$ cat config.mk
export PLATFORM = sky130hd
export DESIGN_NAME = gl_cmd_sequencer
export DESIGN_NICKNAME = d
export VERILOG_FILES = /design/src/rtl/gl_cmd_pkg.sv /design/src/rtl/gl_wait_counter.sv /design/src/rtl/gl_cmd_sequencer.sv
export SDC_FILE = /design/constraint.sdc
export NUM_CORES = 1
export LEC_CHECK = 0
export CAP_MARGIN = 10
export CORE_AREA = 2 2 205 207
export CTS_BUF_LIST = sky130_fd_sc_hd__clkbuf_8
export DETAILED_ROUTE_END_ITERATION = 6
export DIE_AREA = 0 0 207 209
export HOLD_SLACK_MARGIN = 0.08
export SYNTH_ARGS = -nofsm -noshare
export SYNTH_HDL_FRONTEND = slang
export SYNTH_HIERARCHICAL = 1
export SYNTH_SLANG_ARGS = --single-unit
$ cat constraint.sdc
create_clock -name clk -period 2.6 [get_ports clk]
set_input_delay 0.26 -clock clk [delete_from_list [all_inputs] [get_ports clk]]
set_output_delay 0.26 -clock clk [all_outputs]
set_load 0.03 [all_outputs]
$ cat src/rtl/gl_cmd_pkg.sv
// GL command sequencer shared definitions: opcodes, FSM states,
// reset constants and a small max helper for counter sizing.
package gl_cmd_pkg;

  localparam logic [7:0] OP_BEGIN      = 8'h01;
  localparam logic [7:0] OP_END        = 8'h02;
  localparam logic [7:0] OP_VERTEX     = 8'h03;
  localparam logic [7:0] OP_COLOR      = 8'h04;
  localparam logic [7:0] OP_MATRIXMODE = 8'h10;
  localparam logic [7:0] OP_MULTMATRIX = 8'h11;
  localparam logic [7:0] OP_LOADID     = 8'h12;
  localparam logic [7:0] OP_LOADMATRIX = 8'h13;
  localparam logic [7:0] OP_PUSH       = 8'h14;
  localparam logic [7:0] OP_POP        = 8'h15;
  localparam logic [7:0] OP_ROTATE     = 8'h16;
  localparam logic [7:0] OP_SCALE      = 8'h17;
  localparam logic [7:0] OP_TRANSLATE  = 8'h18;
  localparam logic [7:0] OP_VIEWPORT   = 8'h19;
  localparam logic [7:0] OP_FRUSTUM    = 8'h1A;

  typedef enum logic [3:0] {
    S_IDLE,
    S_MUL_W,
    S_VTX_MV,
    S_VTX_PJ,
    S_PDIV,
    S_DONE,
    S_LOAD,
    S_RD_WAIT,
    S_RD_CAP
  } state_t;

  // 320x240 default viewport as IEEE-754 singles
  localparam logic [31:0] VP_X_RST = 32'h0000_0000;
  localparam logic [31:0] VP_Y_RST = 32'h0000_0000;
  localparam logic [31:0] VP_W_RST = 32'h43A0_0000;
  localparam logic [31:0] VP_H_RST = 32'h4370_0000;

  function automatic int max2(input int a, input int b);
    return (a > b) ? a : b;
  endfunction

endpackage

$ cat src/rtl/gl_wait_counter.sv
// Down-counter shared by all sequencer wait states.
// Ports: clk, i_clr (sync clear), i_load/i_val (load), o_count, o_expire (count==1).
module gl_wait_counter #(
  parameter int W = 4
) (
  input  logic         clk,
  input  logic         i_clr,
  input  logic         i_load,
  input  logic [W-1:0] i_val,
  output logic [W-1:0] o_count,
  output logic         o_expire
);

  logic [W-1:0] r_cnt;

  always_ff @(posedge clk) begin
    if (i_clr) begin
      r_cnt <= '0;
    end else if (i_load) begin
      r_cnt <= i_val;
    end else if (r_cnt != '0) begin
      r_cnt <= r_cnt - W'(1);
    end
  end

  // loaded with L at the end of cycle T, expires in cycle T+L
  assign o_expire = (r_cnt == W'(1));
  assign o_count  = r_cnt;

endmodule

$ cat src/rtl/gl_cmd_sequencer.sv
// GL command sequencer: handshakes opcodes in, pulses matrix/BRAM enables.
// Ports: cmd handshake, BRAM read path, matrix enables, status; GL_CMD_STATS_EN adds counters.
module gl_cmd_sequencer
  import gl_cmd_pkg::*;
#(
  parameter int ADDR_W      = 32,
  parameter int DATA_W      = 32,
  parameter int MUL4_LAT    = 13,
  parameter int MUL1_LAT    = 3,
  parameter int PDIV_LAT    = 1,
  parameter int LOAD_WORDS  = 4,
  parameter int ADDR_STRIDE = 4
) (
  input  logic                clk,
  input  logic                rst_n,
  input  logic                cmd_valid,
  output logic                cmd_ready,
  input  logic [7:0]          opcode,
  input  logic [22:0]         imm,
  input  logic [ADDR_W-1:0]   bram_addr_in,
  input  logic [4*DATA_W-1:0] bram_rd_data,
  output logic [ADDR_W-1:0]   bram_addr_out,
  output logic                bram_mux_sel,
  output logic [4*DATA_W-1:0] viewport,
  output logic [3*DATA_W-1:0] color,
  output logic                matrix_mode_out,
  output logic                matrix_mul_type,
  output logic                matrix_mul_en,
  output logic                matrix_load_en,
  output logic                matrix_load_id_en,
  output logic                push_en,
  output logic                pop_en,
  output logic                perspective_div_en,
  output logic                busy,
  output logic                cmd_done,
  output logic                err_illegal,
  output logic [31:0]         vertex_count,
  output logic [31:0]         busy_cycles
);

  localparam int MAXL = max2(max2(MUL4_LAT, MUL1_LAT),
                             max2(PDIV_LAT, LOAD_WORDS));
  localparam int CNT_W = $clog2(MAXL + 1);

  localparam logic [4*DATA_W-1:0] VP_RST = {
    DATA_W'(VP_H_RST), DATA_W'(VP_W_RST),
    DATA_W'(VP_Y_RST), DATA_W'(VP_X_RST)
  };

  state_t r_state, w_state;

  logic r_curr_mode, w_curr_mode;
  logic r_mode_out, w_mode_out;
  logic r_mul_type, w_mul_type;
  logic r_mul_en, w_mul_en;
  logic r_load_en, w_load_en;
  logic r_load_id_en, w_load_id_en;
  logic r_push_en, w_push_en;
  logic r_pop_en, w_pop_en;
  logic r_pdiv_en, w_pdiv_en;
  logic r_done, w_done;
  logic r_err, w_err;
  logic r_rd_vp, w_rd_vp;
  logic [ADDR_W-1:0] r_addr, w_addr;
  logic [3*DATA_W-1:0] r_color, w_color;
  logic [4*DATA_W-1:0] r_vp, w_vp;

  logic w_clr;
  logic w_cnt_ld;
  logic [CNT_W-1:0] w_cnt_val;
  logic [CNT_W-1:0] w_cnt;
  logic w_expire;
  logic w_unused_imm;

  assign w_clr = ~rst_n;
  assign w_unused_imm = ^imm[22:1];

  gl_wait_counter #(
    .W (CNT_W)
  ) u_wait (
    .clk      (clk),
    .i_clr    (w_clr),
    .i_load   (w_cnt_ld),
    .i_val    (w_cnt_val),
    .o_count  (w_cnt),
    .o_expire (w_expire)
  );

  always_comb begin
    w_state      = r_state;
    w_curr_mode  = r_curr_mode;
    w_mode_out   = r_mode_out;
    w_mul_type   = r_mul_type;
    w_mul_en     = 1'b0;
    w_load_en    = 1'b0;
    w_load_id_en = 1'b0;
    w_push_en    = 1'b0;
    w_pop_en     = 1'b0;
    w_pdiv_en    = 1'b0;
    w_done       = 1'b0;
    w_err        = 1'b0;
    w_rd_vp      = r_rd_vp;
    w_addr       = r_addr;
    w_color      = r_color;
    w_vp         = r_vp;
    w_cnt_ld     = 1'b0;
    w_cnt_val    = '0;
    case (r_state)
      S_IDLE: begin
        if (cmd_valid) begin
          case (opcode)
            OP_BEGIN, OP_END, OP_FRUSTUM: begin
              w_done = 1'b1;
            end
            OP_MATRIXMODE: begin
              w_curr_mode = imm[0];
              w_done      = 1'b1;
            end
            OP_LOADID: begin
              w_mode_out   = r_curr_mode;
              w_load_id_en = 1'b1;
              w_done       = 1'b1;
            end
            OP_PUSH: begin
              w_mode_out = r_curr_mode;
              w_push_en  = 1'b1;
              w_done     = 1'b1;
            end
            OP_POP: begin
              w_mode_out = r_curr_mode;
              w_pop_en   = 1'b1;
              w_done     = 1'b1;
            end
            OP_MULTMATRIX, OP_ROTATE,
            OP_SCALE, OP_TRANSLATE: begin
              w_mul_en   = 1'b1;
              w_mul_type = 1'b1;
              w_mode_out = r_curr_mode;
              w_cnt_ld   = 1'b1;
              w_cnt_val  = CNT_W'(MUL4_LAT);
              w_state    = S_MUL_W;
            end
            OP_VERTEX: begin
              w_mul_en   = 1'b1;
              w_mul_type = 1'b0;
              w_mode_out = 1'b0;
              w_cnt_ld   = 1'b1;
              w_cnt_val  = CNT_W'(MUL1_LAT);
              w_state    = S_VTX_MV;
            end
            OP_LOADMATRIX: begin
              w_load_en  = 1'b1;
              w_addr     = bram_addr_in;
              w_mode_out = r_curr_mode;
              w_done     = (LOAD_WORDS == 1);
              w_cnt_ld   = 1'b1;
              w_cnt_val  = CNT_W'(LOAD_WORDS);
              w_state    = S_LOAD;
            end
            OP_COLOR: begin
              w_addr  = bram_addr_in;
              w_rd_vp = 1'b0;
              w_state = S_RD_WAIT;
            end
            OP_VIEWPORT: begin
              w_addr  = bram_addr_in;
              w_rd_vp = 1'b1;
              w_state = S_RD_WAIT;
            end
            default: begin
              w_err  = 1'b1;
              w_done = 1'b1;
            end
          endcase
        end
      end
      S_MUL_W: begin
        if (w_expire) begin
          w_done  = 1'b1;
          w_state = S_DONE;
        end
      end
      S_VTX_MV: begin
        if (w_expire) begin
          w_mul_en   = 1'b1;
          w_mode_out = 1'b1;
          w_cnt_ld   = 1'b1;
          w_cnt_val  = CNT_W'(MUL1_LAT);
          w_state    = S_VTX_PJ;
        end
      end
      S_VTX_PJ: begin
        if (w_expire) begin
          w_pdiv_en = 1'b1;
          w_cnt_ld  = 1'b1;
          w_cnt_val = CNT_W'(PDIV_LAT);
          w_state   = S_PDIV;
        end
      end
      S_PDIV: begin
        if (w_expire) begin
          w_done  = 1'b1;
          w_state = S_DONE;
        end
      end
      S_DONE: begin
        w_state = S_IDLE;
      end
      S_LOAD: begin
        // expire marks the last load cycle; done is registered
        // one cycle early so it lands on that cycle
        if (w_expire) begin
          w_state = S_IDLE;
        end else begin
          w_load_en = 1'b1;
          w_addr    = r_addr + ADDR_W'(ADDR_STRIDE);
          w_done    = (32'(w_cnt) == 32'd2);
        end
      end
      S_RD_WAIT: begin
        w_state = S_RD_CAP;
      end
      S_RD_CAP: begin
        if (r_rd_vp) begin
          w_vp = bram_rd_data;
        end else begin
          w_color = bram_rd_data[3*DATA_W-1:0];
        end
        w_done  = 1'b1;
        w_state = S_IDLE;
      end
      default: begin
        w_state = S_IDLE;
      end
    endcase
  end

  always_ff @(posedge clk) begin
    if (!rst_n) begin
      r_state      <= S_IDLE;
      r_curr_mode  <= 1'b0;
      r_mode_out   <= 1'b0;
      r_mul_type   <= 1'b0;
      r_mul_en     <= 1'b0;
      r_load_en    <= 1'b0;
      r_load_id_en <= 1'b0;
      r_push_en    <= 1'b0;
      r_pop_en     <= 1'b0;
      r_pdiv_en    <= 1'b0;
      r_done       <= 1'b0;
      r_err        <= 1'b0;
      r_rd_vp      <= 1'b0;
      r_addr       <= '0;
      r_color      <= '0;
      r_vp         <= VP_RST;
    end else begin
      r_state      <= w_state;
      r_curr_mode  <= w_curr_mode;
      r_mode_out   <= w_mode_out;
      r_mul_type   <= w_mul_type;
      r_mul_en     <= w_mul_en;
      r_load_en    <= w_load_en;
      r_load_id_en <= w_load_id_en;
      r_push_en    <= w_push_en;
      r_pop_en     <= w_pop_en;
      r_pdiv_en    <= w_pdiv_en;
      r_done       <= w_done;
      r_err        <= w_err;
      r_rd_vp      <= w_rd_vp;
      r_addr       <= w_addr;
      r_color      <= w_color;
      r_vp         <= w_vp;
    end
  end

  assign cmd_ready          = rst_n && (r_state == S_IDLE);
  assign busy               = (r_state != S_IDLE);
  assign bram_addr_out      = r_addr;
  // the sequencer is the only BRAM address master in this block
  assign bram_mux_sel       = 1'b0;
  assign viewport           = r_vp;
  assign color              = r_color;
  assign matrix_mode_out    = r_mode_out;
  assign matrix_mul_type    = r_mul_type;
  assign matrix_mul_en      = r_mul_en;
  assign matrix_load_en     = r_load_en;
  assign matrix_load_id_en  = r_load_id_en;
  assign push_en            = r_push_en;
  assign pop_en             = r_pop_en;
  assign perspective_div_en = r_pdiv_en;
  assign cmd_done           = r_done;
  assign err_illegal        = r_err;

`ifdef GL_CMD_STATS_EN
  logic [31:0] r_vtx_cnt;
  logic [31:0] r_busy_cyc;

  always_ff @(posedge clk) begin
    if (!rst_n) begin
      r_vtx_cnt  <= '0;
      r_busy_cyc <= '0;
    end else begin
      // same edge that raises the VERTEX cmd_done
      if (r_state == S_PDIV && w_expire &&
          r_vtx_cnt != '1) begin
        r_vtx_cnt <= r_vtx_cnt + 32'd1;
      end
      if (busy && r_busy_cyc != '1) begin
        r_busy_cyc <= r_busy_cyc + 32'd1;
      end
    end
  end

  assign vertex_count = r_vtx_cnt;
  assign busy_cycles  = r_busy_cyc;
`else
  assign vertex_count = '0;
  assign busy_cycles  = '0;
`endif

endmodule

Word-level counts from Yosys, hierarchy flattened
Index checks and enable logic that the tools add are counted.
{"block": "totals", "reg_bits": 276, "latch_bits": 0, "ramBits": 0, "mem_bits_ro": 0, "input_bits": 194, "output_inout_bits": 333, "elab_cells": 125, "memories": 0}
{"block": "classes", "add_sub_neg": 2, "n_mul": 0, "div_mod_pow": 0, "magnitude_cmp": 0, "n_eq_ne": 33, "n_shift": 0, "n_mux": 43, "bitwise": 1, "n_reduce_logical": 29}
{"cell": "32-bit two-way mux", "n": 3}
{"cell": "8-bit by 5-bit == test with 1-bit output (second input constant)", "n": 11}
{"cell": "32-bit case mux with 2 select lines", "n": 1}
{"cell": "32-bit by 3-bit adder with 32-bit output (second input constant)", "n": 1}
{"cell": "4-bit two-way mux", "n": 8}
{"cell": "4-bit case mux with 3 select lines", "n": 2}
{"cell": "4-bit case mux with 6 select lines", "n": 1}
{"cell": "1-bit two-way mux", "n": 18}
{"cell": "8-bit by 2-bit == test with 1-bit output (second input constant)", "n": 2}
{"cell": "4-bit case mux with 4 select lines", "n": 1}
{"cell": "8-bit OR reduction", "n": 2}
{"cell": "15-bit OR reduction", "n": 1}
{"cell": "1-bit case mux with 2 select lines", "n": 7}
{"cell": "4-bit by 2-bit == test with 1-bit output (second input constant)", "n": 3}
{"cell": "4-bit by 3-bit == test with 1-bit output (second input constant)", "n": 3}
{"cell": "3-bit AND reduction", "n": 4}
{"cell": "2-bit nonzero test", "n": 5}
{"cell": "4-bit by 1-bit == test with 1-bit output (second input constant)", "n": 2}
{"cell": "8-bit by 1-bit == test with 1-bit output (second input constant)", "n": 1}
{"cell": "8-bit by 3-bit == test with 1-bit output (second input constant)", "n": 1}
{"cell": "2-bit by 1-bit inequality test with 1-bit output (second input constant)", "n": 4}
{"cell": "4-bit AND reduction", "n": 2}
{"cell": "4-bit nonzero test", "n": 2}
{"cell": "2-bit inequality test (second input constant)", "n": 3}
{"cell": "other kinds (16)", "n": 20}

Longest topological paths before layout
{"block": "logic_depth", "depth_word": 6, "ltp_mapped": 10, "mapped_depth_nobuf": 9}

Cells and area by module
Netlist, hierarchy kept.
{"mod": "gl_cmd_sequencer", "n_inst": 1, "cells_per_inst": 1446, "area_per_inst_um2": 11185.7, "seq_area_each_um2": 5445.2}
{"mod": "gl_wait_counter", "n_inst": 1, "cells_per_inst": 27, "area_per_inst_um2": 246.5, "seq_area_each_um2": 80.1}

Worst setup path before layout
OpenSTA, ideal clock, no wires.
{"block": "synth_timing", "kind": "reg-to-reg", "startpoint": "register r_addr[2] (netlist: bram_addr_out[2])", "endpoint": "register r_addr[28] (netlist: bram_addr_out[28])", "setup_ns": 0.075, "t_arrival_ns": 2.158, "slack_ns": 0.367, "stages_incl_launch_ff": 7, "cell_sequence": "dfxtp_1 ha_1 nand2_1 or3_4 or4_4 o31a_1 o22ai_1"}
{"block": "synth_via", "elab_chain_cells": 3}
{"item": "start, declared", "line_no": "gl_cmd_sequencer.sv:64", "text": "logic [ADDR_W-1:0] r_addr, w_addr;"}
{"item": "start signal, assigned", "line_no": "gl_cmd_sequencer.sv:270", "text": "r_addr <= w_addr;"}
{"item": "32-bit by 3-bit adder with 32-bit output", "line_no": "gl_cmd_sequencer.sv:216", "text": "w_addr = r_addr + ADDR_W'(ADDR_STRIDE);"}
{"item": "32-bit two-way mux", "line_no": "gl_cmd_sequencer.sv:212", "text": "if (w_expire) begin"}
{"item": "32-bit case mux with 2 select lines", "line_no": "gl_cmd_sequencer.sv:108", "text": "case (r_state)"}
Every way passes these cells. The select of a mux whose other input is x is not followed.
A chain may end at the register's enable or synchronous reset.

Worst setup path in the final report
{"block": "layout_timing", "startpoint": "register r_state[3]", "endpoint": "output cmd_ready"}
{"block": "layout_via", "elab_chain_cells": 2}
{"item": "start, declared", "line_no": "gl_cmd_sequencer.sv:50", "text": "state_t r_state, w_state;"}
{"item": "start signal, assigned", "line_no": "gl_cmd_sequencer.sv:257", "text": "r_state <= w_state;"}
{"item": "4-bit zero test", "line_no": "gl_cmd_sequencer.sv:276", "text": "assign cmd_ready = rst_n && (r_state == S_IDLE);"}
{"item": "1-bit logical AND", "line_no": "gl_cmd_sequencer.sv:276"}
{"item": "end, declared", "line_no": "gl_cmd_sequencer.sv:17", "text": "output logic cmd_ready,"}
Every way passes these cells.

==> reports/qor.yml <==
status:
  status: "completed"
clock_network:
  root_buffer: "clkbuf_8"
  cts_sinks: 276
  path_clk_slew_ns: 0.05
  cts_htree_levels: 2
  cts_made_buffers: 51
  tritoncts: "yes"
  cts_setup_buffers: 0
  clock_path_buffers: 3
  cts_hold_buf: 0
  clk_latency_ns: 0.63
yosys:
  synth-seq-cells: 276
  synth-edff-count: 0
  synth_area_sq_um: 11400
  ys_seq_area_share_pct: 48.3
  syn_avg_cell_area_sq_um: 7.76
  synth-main-ff-cell: "dfxtp_1"
  ys_async_sr_fraction_pct: 0
  syn_inst: 1473
  yosys_warnings: 6
  synth_cell_types: 71
global_routing:
  grt_overflow: 0
  grt_pass1_vias: 11300
  grt_pass1_wl_um: 63000
  antenna_found_initial: 0
  grt_start_max_net_pins: 144
  groute.usage.overall_pct: 17.9
critical_path:
  worstSetupStartpointType: "flip-flop"
  crit_path_end_kind: "primary output"
  reg2reg_slack_ns: 0.38
  crit_arrival_ns: 2.07
  worstPathRequired_ns: 2.34
  worstSetupPathType: "flip-flop to primary output"
  cp_max_fo: 5
timing:
  tightest_slew_ns: 0.910
  finalClockSkew_ns: 0.0303
  hold_slack_ns: 0.182
  relSlewSlack_pct: 39.3
  slew_violations: 0
  rsz0062_at_grt: "false"
  tns_ns: 0
  fmax_mhz: 430
  post-route-period-util_pct: 89.5
  hold_violations: 0
  setup_viol: 0
  period_needed_ns: 2.33
  setup_ws_ns: 0.274
finish:
  drive_above_1_share_pct: 7.62
  stdcell_area_sq_um: 17400
  n_antenna_cell: 0
  area_growth_pct: 52.0
  fillers: 4132
  nets: 2102
  final_util_pct: 42.1
die:
  io_pins: 527
  start_util_pct: 27.7
  die_h_um: 209
  num_rows: 75
  dieArea_sq_um: 43300
  core-area_sq_um: 41300
  fp.dieW_um: 207
placed_design:
  pre_cts_slack_ns: 0.167
  gp_congestion: 0.859
  place_area_sq_um: 16300
  io_buffers: 439
  dp_hpwl_um: 27700
routing:
  drtPass1Iterations: 5
  route.detailed.drc: 0
  drtAntennaViolNets: 0
  viasPerCell: 4.68
  vias: 11600
  routedWlPerCell_um: 16.4
  drt_wl_total_um: 40700
  drtIter0Drc: 535
power:
  p_leak_nw: 6.14
  powerDensity_nw_per_um2: 545
  ir_worst_vdd_mv: 0.366
flow_run:
  max-cap-violations: 0
min_path:
  min-delay-path-class: "input port to flip-flop"
## metrics by stage
stage / total power (W) / cells
after CTS: 0.00962 / 2482
final: 0.00947 / 2482
after global placement: 0.00526 / 2390
after detailed placement: 0.00526 / 2390
after global routing: 0.00987 / 2482
after floorplan: 0.00493 / 1537
## what timing repair did
action	CTS	global route
gates resized for setup	1	2
endpoints found under the setup margin	1	2
pin swaps	0	0
## power breakdown
| group | internal (W) | switching [W] |
|---|---|---|
| logic | 0.000417 | 0.000456 |
| registers | 0.00427 | 0.0000441 |
| clock network | 0.00240 | 0.00189 |
## sequential cells by signal, indices dropped and copies added, names as in the netlist
signal / flops
r_curr_mode: 1
u_wait/o_count: 4
matrix_mode_out: 1
color: 96
pop_en: 1
viewport: 128
matrix_load_en: 1
push_en: 1
r_rd_vp: 1
matrix_load_id_en: 1
r_state: 4
bram_addr_out: 32
matrix_mul_en: 1
perspective_div_en: 1
err_illegal: 1
cmd_done: 1
matrix_mul_type: 1
## metal layers
layer | up-vias | wire, um | GRT usage [%]
li1 | 5671 | - | -
met1 | 5455 | 16700 | 21.1
met2 | 432 | 19800 | 30.6
met3 | 57 | 3560 | 6.55
met4 | 0 | 693 | 4.75
met5 | - | 0 | 0
## cell usage after synthesis, drive strengths merged, types with 5 or more instances
| library cell | number | area (sq um) |
|---|---|---|
| a21oi | 254 | 1270 |
| nor2 | 39 | 146 |
| nor3b | 5 | 37.5 |
| o31a | 6 | 52.6 |
| o21ai | 30 | 150 |
| buf | 82 | 586 |
| nor4 | 7 | 56.3 |
| and3 | 9 | 56.3 |
| nor2b | 7 | 43.8 |
| o221a | 8 | 90.1 |
| nand4 | 7 | 65.1 |
| or3 | 5 | 36.3 |
| inv | 11 | 41.3 |
| clkbuf | 87 | 377 |
| nand3 | 32 | 160 |
| dfxtp | 276 | 5530 |
| o22ai | 8 | 56.3 |
| a31oi | 8 | 50.1 |
| nand2 | 500 | 1880 |
| nor3 | 14 | 75.1 |
## cells by family after synthesis
group                    count (synthesis)  share of synthesized area [%]
XOR/XNOR                                 6                          0.460
other                                    1                         0.0328
buffers and inverters                  180                           8.78
AND/OR/NAND/NOR                        647                           23.9
adder cells (fa/ha/maj)                  4                          0.438
flip-flops                             276                           48.3
multiplexers                             3                          0.274
AO/OA/AOI/OAI                          356                           17.8
## worst max-delay path, cell delays in order, from the launching register on
cell	delay [ns]
dfxtp_1	0.33
nor4_4	0.36
inv_1	0.20
nor2_1	0.15
dlygate4sd2_1	0.41
## final cells by class
class	instances	area, sq um	area share (%)
sequential	276	5530	31.8
multi-input combinational	1081	5200	29.9
inverter	11	46.3	0.266
clock buffer	67	922	5.31
clock inverter	25	145	0.835
tap	539	674	3.88
timing repair buffer	483	4860	28.0
## cell usage in the layout, fill, tap and decap left out, drive strengths merged, types with 5 or more instances in the layout
cell	count
nor3b	5
and3	9
inv	30
nor2b	7
clkbuf	67
clkdlybuf4s50	436
o221a	8
nor3	14
o22ai	8
nor4	7
dfxtp	276
buf	45
o31a	6
a31oi	8
nor2	39
a21oi	254
nand2	500
nand3	32
nand4	7
conb	65
o21ai	30
or3	5
## path summary, 6_finish.rpt
check / startpoint / to / depth (start not counted)
worst min register to register: viewport[47] / viewport[47] / 2
worst max-delay path: r_state[3] / cmd_ready / 4
worst min-delay path: rst_n / matrix_mul_type / 4
worst max register to register: bram_addr_out[3] / bram_addr_out[28] / 6
(Power assumes the default switching activity.)
